File: src/rtl/bpsk_transmitter.sv
// bpsk_transmitter: byte-serial BPSK baseband modulator driving an 8-bit DAC (6-sample carrier, 1 = inverted phase).
// Define TX_PREAMBLE_EN to prefix each frame with the PREAMBLE byte.
`default_nettype none

module bpsk_transmitter #(
  parameter int CARRIERS_PER_BIT = 15,
`ifdef TX_PREAMBLE_EN
  parameter logic [7:0] PREAMBLE = 8'h55,
`endif
  parameter int GAP_CYCLES = 720
) (
  input  logic       clock,
  input  logic       resetN,
  input  logic [7:0] tx_data,
  input  logic       tx_valid,
  output logic       tx_ready,
  output logic [7:0] transmitter_da,
  output logic       transmitter_sync_out
);

  localparam int C_CW = (CARRIERS_PER_BIT > 1) ? $clog2(CARRIERS_PER_BIT) : 1;
  localparam int C_GW = (GAP_CYCLES > 1) ? $clog2(GAP_CYCLES) : 1;
  localparam logic [C_CW-1:0] C_CMAX = C_CW'(CARRIERS_PER_BIT - 1);
  localparam logic [C_GW-1:0] C_GMAX = C_GW'(GAP_CYCLES - 1);
  localparam logic [7:0] C_IDLE = 8'h7F;

  typedef enum logic [1:0] {
    S_IDLE = 2'd0,
    S_SEND = 2'd1,
    S_GAP  = 2'd2,
    S_PRE  = 2'd3
  } state_t;

  state_t          r_state, w_state_nxt;
  logic [2:0]      r_p, w_p_nxt;
  logic [C_CW-1:0] r_c, w_c_nxt;
  logic [2:0]      r_b, w_b_nxt;
  logic [C_GW-1:0] r_g, w_g_nxt;
  logic [7:0]      r_byte, w_byte_nxt;
  logic [7:0]      r_da;
  logic            r_sync;
  logic            w_last;
  logic            w_ready_raw;
  logic            w_burst_nxt;
  logic [7:0]      w_da_nxt;

  function automatic logic [7:0] f_sample(input logic bit_v, input logic [2:0] ph);
    logic [7:0] v;
    case ({bit_v, ph})
      4'b0_001, 4'b0_010: v = 8'h6D;
      4'b0_100, 4'b0_101: v = 8'h93;
      4'b1_001, 4'b1_010: v = 8'h93;
      4'b1_100, 4'b1_101: v = 8'h6D;
      default:            v = C_IDLE;
    endcase
    return v;
  endfunction

  assign w_last = (r_p == 3'd5) && (r_c == C_CMAX) && (r_b == 3'd7);

  always_comb begin
    w_state_nxt = r_state;
    w_p_nxt     = r_p;
    w_c_nxt     = r_c;
    w_b_nxt     = r_b;
    w_g_nxt     = r_g;
    w_byte_nxt  = r_byte;
    w_ready_raw = 1'b0;
    case (r_state)
      S_IDLE: begin
`ifdef TX_PREAMBLE_EN
        // A pending byte triggers the preamble first; the byte itself is taken at its end.
        if (tx_valid) begin
          w_state_nxt = S_PRE;
          w_byte_nxt  = PREAMBLE;
          w_p_nxt     = 3'd0;
          w_c_nxt     = '0;
          w_b_nxt     = 3'd0;
        end
`else
        w_ready_raw = 1'b1;
        if (tx_valid) begin
          w_state_nxt = S_SEND;
          w_byte_nxt  = tx_data;
          w_p_nxt     = 3'd0;
          w_c_nxt     = '0;
          w_b_nxt     = 3'd0;
        end
`endif
      end
      S_SEND, S_PRE: begin
        if (w_last) begin
          w_ready_raw = 1'b1;
          w_p_nxt     = 3'd0;
          w_c_nxt     = '0;
          w_b_nxt     = 3'd0;
          if (tx_valid) begin
            w_state_nxt = S_SEND;
            w_byte_nxt  = tx_data;
          end else begin
            w_state_nxt = S_GAP;
            w_g_nxt     = '0;
          end
        end else if (r_p == 3'd5) begin
          w_p_nxt = 3'd0;
          if (r_c == C_CMAX) begin
            w_c_nxt = '0;
            w_b_nxt = r_b + 3'd1;
          end else begin
            w_c_nxt = r_c + C_CW'(1);
          end
        end else begin
          w_p_nxt = r_p + 3'd1;
        end
      end
      S_GAP: begin
        if (r_g == C_GMAX) begin
          w_state_nxt = S_IDLE;
          w_g_nxt     = '0;
        end else begin
          w_g_nxt = r_g + C_GW'(1);
        end
      end
      default: w_state_nxt = S_IDLE;
    endcase
  end

  // Output registers are loaded from the next-state view so sample 0 appears right after the accept edge.
  assign w_burst_nxt = (w_state_nxt == S_SEND) || (w_state_nxt == S_PRE);
  assign w_da_nxt    = w_burst_nxt ? f_sample(w_byte_nxt[w_b_nxt], w_p_nxt) : C_IDLE;

  always_ff @(posedge clock) begin
    if (!resetN) begin
      r_state <= S_IDLE;
      r_p     <= 3'd0;
      r_c     <= '0;
      r_b     <= 3'd0;
      r_g     <= '0;
      r_byte  <= 8'h00;
      r_da    <= C_IDLE;
      r_sync  <= 1'b0;
    end else begin
      r_state <= w_state_nxt;
      r_p     <= w_p_nxt;
      r_c     <= w_c_nxt;
      r_b     <= w_b_nxt;
      r_g     <= w_g_nxt;
      r_byte  <= w_byte_nxt;
      r_da    <= w_da_nxt;
      r_sync  <= w_burst_nxt;
    end
  end

  assign tx_ready             = w_ready_raw & resetN;
  assign transmitter_da       = r_da;
  assign transmitter_sync_out = r_sync;

endmodule

`default_nettype wire

File: config.mk
export PLATFORM = sky130hd
export DESIGN_NAME = bpsk_transmitter
export DESIGN_NICKNAME = d
export VERILOG_FILES = /design/src/rtl/bpsk_transmitter.sv
export SDC_FILE = /design/constraint.sdc
export NUM_CORES = 1
export LEC_CHECK = 0
export ABC_AREA = 1
export BUFFER_PORTS_ARGS = -buffer_cell sky130_fd_sc_hd__buf_2
export CAP_MARGIN = 15
export CORE_MARGIN = 10
export CORE_UTILIZATION = 25
export CTS_BUF_LIST = sky130_fd_sc_hd__clkbuf_8
export CTS_CLUSTER_SIZE = 30
export DETAILED_ROUTE_END_ITERATION = 7
export PLACE_DENSITY_LB_ADDON = 0.1
export SKIP_CTS_REPAIR_TIMING = 1
export SYNTH_ARGS = -nofsm -noshare
export SYNTH_HDL_FRONTEND = slang
export SYNTH_SLANG_ARGS = --single-unit
File: constraint.sdc
create_clock -name clock -period 2.2 [get_ports clock]
set_clock_uncertainty 0.1 [all_clocks]
set_input_delay 0.22 -clock clock [delete_from_list [all_inputs] [get_ports clock]]
set_output_delay 0.22 -clock clock [all_outputs]
set_load 0.05 [all_outputs]
== Yosys cells after proc, flatten, opt, wreduce, memory -nomap -nowiden ==
Memories as Yosys holds them, arrays and structs flattened. A register that Yosys moved wholly into a read port is not among the register bits.
Cells that the tools add are included.
Word-level totals
  input bits: 11
  bits in registers: 39
  bits in read-only memories: 112
  memories: 1
  word-level logic and storage cells: 69
Cells by class
  eq/ne operators: 13
  muxes and demuxes: 30
  bitwise logic cells: 1
  $add $sub $neg: 4
  reduce and logical (&&, ||, !) cells: 11
  order comparisons: 1
Memory list
  (name not given): depth 16, bits a word 7, read ports 1, clocked after memory_dff 1, wr ports 0, RTL line 49  | case ({bit_v, ph})
Operators with widths (number)
  $mux W10: 3
  $mux W3: 7
  $pmux W10 S2: 1
  $mux W4: 4
  $mux W8: 2
  $pmux W8 S2: 1
  $pmux W3 S2: 2
  $add A10 B1 Y10 const B: 1
  $eq A10 B10 Y1 const B: 1
  $mux W2: 4
  $pmux W4 S2: 1
  $add A3 B1 Y3 const B: 2
  $eq A2 B2 Y1 const B: 3
  $eq A3 B3 Y1 const B: 2
  $ne A2 B2 Y1 const B: 3
  $pmux W2 S3: 1
  $reduce_and A3 Y1: 2
  $add A4 B1 Y4 const B: 1
  $eq A2 B1 Y1 const B: 2
  $eq A4 B4 Y1 const B: 1
  $lt A3 B4 Y1 const B: 1
  $reduce_bool A2 Y1: 2
  $bmux W1 S3: 1
  $ne A3 B3 Y1 const B: 1
  other kinds (9): 11

== Longest topological paths before layout ==
  depth after elaboration: 9
  depth in mapped cells: 15
  gate-level depth less buffers: 15

== Worst setup path after synthesis ==
No wires, ideal clock.
  path kind: reg2out
  start: register r_c[0]
  end: output port tx_ready
  setup slack: -0.093 ns
  required time: 1.880 ns
  arrival: 1.973 ns
  stages on the path, launching flop included: 7
  cells stage by stage: dfxtp_1 inv_1 ha_1 nand3_2 nor2_4 a21oi_2 nor3_1
Between the ends
  word-level cells in the longest chain between the ends: 6
Ends and longest elaborated chain
  start: declaration: RTL line 36  | logic [C_CW-1:0] r_c, w_c_nxt;
  start signal: assignment: RTL line 145  | r_c <= w_c_nxt;
  $eq A4 B4 Y1: RTL line 59  | assign w_last = (r_p == 3'd5) && (r_c == C_CMAX) && (r_b == 3'd7);
  $logic_and A1 B1 Y1 (2 in a row): RTL line 59
  $mux W1: RTL line 92  | if (w_last) begin
  $pmux W1 S2: RTL line 69  | case (r_state)
  $and A1 B1 Y1: RTL line 154  | assign tx_ready = w_ready_raw & resetN;
  end: declaration: RTL line 16  | output logic tx_ready,
Every way passes these cells.

== Worst setup path in the final report ==
Ends and elaborated chain as after synthesis.

==> results.py <==
metrics = {
    "run_status": {
        "outcome": "finished, final reports clean",
    },
    "yosys": {
        "syn-cell-area_um2": 1999,
        "synth.yosys.seq_area_share": 0.3404,
        "syn_nets": 312,
        "synth_top_family_by_area": "simple AND/OR/NAND/NOR gates",
        "avgSynthCellArea_um2": 6.755,
        "synthCells": 296,
        "synth_compound_area_frac": 0.1345,
        "yosysUniqueCellTypes": 37,
        "yosys_warnings": 0,
        "synthSimpleGateAreaFrac": 0.3554,
        "synthMuxAreaShare": 0.005006,
        "synthXorXnorAreaFrac": 0.01752,
        "synth-adder-area-share": 0.03129,
        "synth_seq_cells": 34,
    },
    "finish": {
        "syn_to_final_growth_pct": 22.09,
        "diodes": 0,
        "fillerInstances": 871,
        "layout_common_cells": "nand2_1, inv_1, dfxtp_1, nor2_1, nand3_1",
        "multiInputGateArea_um2": 1194,
        "fin_util": 0.3143,
        "final_common_cell": "nand2_1",
        "nNetsFinal": 335,
        "regArea_um2": 683.2,
        "layout-drive-gt1-share": 0.2438,
        "final_area_um2": 2441,
    },
    "setup_path": {
        "startpoint_type": "register",
        "cp_cell_sequence": "inv_2, ha_4, nand3_4, nor2_4, a21oi_4, buf_4, nor3_2, buf_4",
        "end_kind": "output port",
        "required_ns": 1.88,
        "slowest_delay_ns": 0.34,
        "r2r_start": "r_b[0]$_SDFF_PN0_",
        "worstReg2RegEnd": "transmitter_da[7]$_SDFF_PN0_",
        "crit_type": "reg -> out",
        "cp_max_fo": 6,
        "ff2ff_path_depth": 10,
        "cp_common_cell": "buf_4",
        "reg2reg_setup_slack_ns": 0.12,
        "crit_path_top_delay_cell": "dfxtp_2",
        "crit_arrival_ns": 1.78,
    },
    "clocking": {
        "cts_tree": "yes",
        "clk_pin_slew_ns": 0.07,
        "clk_latency_ns": 0.28,
        "cts.sinks": 34,
        "root_buffer": "clkbuf_8",
        "cts.path.max_buffers": 2,
        "numCtsBuffers": 5,
        "htree_levels": 2,
    },
    "worst_hold_path": {
        "hp-class": "in -> reg",
        "hold_depth": 3,
        "min_from": "resetN",
        "whs_endpoint": "r_p[2]$_SDFF_PN0_",
    },
    "power": {
        "p_leak_nw": 1.109,
        "p_per_area_nw_per_um2": 589.8,
        "vdd_drop_max_mv": 0.2246,
    },
    "timing": {
        "hold_viol": 0,
        "fmax_mhz": 475.1,
        "report.final.slew_viol_count": 0,
        "worst_slack_ns": 0.09525,
        "fin_crit_ns": 2.105,
        "setup-tns-final_ns": 0,
        "period_share": 0.9567,
        "whs_ns": 0.1820,
        "setup_viol": 0,
    },
    "place": {
        "dpl_worst_slack_ns": 0.1200,
        "dp_hpwl_um": 3811,
        "io_buffers": 19,
        "placed_area_um2": 2206,
        "gp_congestion": 0.7977,
    },
    "die": {
        "die_area_um2": 11970,
        "placeableCoreArea_um2": 7767,
        "start_util": 0.2574,
        "die_x_um": 109.4,
        "die_height_um": 109.4,
        "ios": 21,
        "rows": 32,
    },
    "grt": {
        "grt_usage": 0.08951,
        "grt_pass1_wl_um": 8776,
        "grt_max_degree": 18,
        "grt-ovfl-total": 0,
        "grt_pass1_vias": 1877,
        "antenna_found_initial": 0,
    },
    "run": {
        "maxCapViolations": 0,
    },
    "routing": {
        "drtPass1Iterations": 4,
        "antenna_left": 0,
        "vias_per_cell": 4.469,
        "vias": 1886,
        "drc": 0,
        "wire_per_inst_um": 12.11,
        "postRouteWirelength_um": 5111,
        "drt_iter0_drc": 85,
    },
}
## state kept, by name, indices dropped and copies added (netlist names)
name / cells
r_state: 2
r_p: 3
transmitter_da: 3
r_b: 3
r_g: 10
r_byte: 8
transmitter_sync_out: 1
r_c: 4
## Yosys cell counts, drive strengths merged
library cell,count,area (um^2)
o21a,1,7.510
xor2,4,35.03
o21ai,15,86.33
conb,1,3.750
inv,38,142.6
nor3b,1,12.51
a22oi,3,22.52
and3,1,6.260
clkbuf,3,11.26
nor2,31,133.9
a21o,1,7.510
buf,10,70.06
nor3,6,30.03
a211oi,2,15.01
clkinv,1,3.750
nor4,1,6.260
dfxtp,34,680.7
mux2i,1,10.01
nand2,74,285.3
nand4,6,43.79
a21oi,23,122.6
o31ai,1,7.510
ha,5,62.56
nand3,31,180.2
or2,2,12.51
## worst max-delay path by stage
stage                        start                      endpoint  slack, ns  depth (start not counted)
2_1_floorplan    r_b[0]$_SDFF_PN0_  transmitter_da[4]$_SDFF_PN1_       0.25                         14
3_3_place_gp   r_c[0]$_SDFFE_PN0P_           r_g[7]$_SDFFE_PN0P_        0.1                         10
3_5_place_dp   r_c[0]$_SDFFE_PN0P_  transmitter_da[7]$_SDFF_PN0_       0.12                         12
4_1_cts        r_c[0]$_SDFFE_PN0P_                      tx_ready      -0.03                          8
5_1_grt        r_c[0]$_SDFFE_PN0P_                      tx_ready    -0.0008                          8
6_report       r_c[0]$_SDFFE_PN0P_                      tx_ready        0.1                          8
## critical path, delay by kind of cell (launching register included)
family	cells	cell delay, ns
adder cells (fa/ha/maj)	1	0.14
AND/OR/NAND/NOR	3	0.44
flip-flops	1	0.34
AO/OA/AOI/OAI	1	0.12
buffers and inverters	3	0.46
## per-layer routing
layer / GRT usage / vias to the layer above / wire length, um
met5: 0 / - / 0
met4: 0.02509 / 0 / 42
met3: 0.02458 / 4 / 243
met2: 0.1444 / 29 / 2314
met1: 0.1144 / 854 / 2510
li1: - / 999 / -
## area by class of cell
type	count	area share
multi-input combinational	210	0.4890
clock inverter	3	0.01538
timing repair buffer	29	0.07535
inverter	39	0.05997
clock buffer	5	0.02819
tap	102	0.05228
sequential	34	0.2799
## report_power, final
part	leakage, nW	switching, mW	internal, mW
registers	0.278	0.0154	0.638
clock network	0.0607	0.230	0.330
logic	0.770	0.156	0.0703
## through the flow
stage / cells / total power, mW
finish: 422 / 1.440
global route: 422 / 1.518
CTS: 420 / 1.449
detailed placement: 412 / 0.8825
global placement: 412 / 0.8847
floorplan: 296 / 0.8304
## logic make-up (layout without fill, tap and decap cells)
kind of cell | Yosys count | count (layout)
xor+xnor | 4 | 4
fa+ha+maj | 5 | 5
flops | 34 | 34
simple gates | 153 | 153
mux | 1 | 1
buf+inv | 52 | 76
compound gates | 46 | 46
other cells | 1 | 1
No activity file was read; power rests on OpenSTA's default activity.
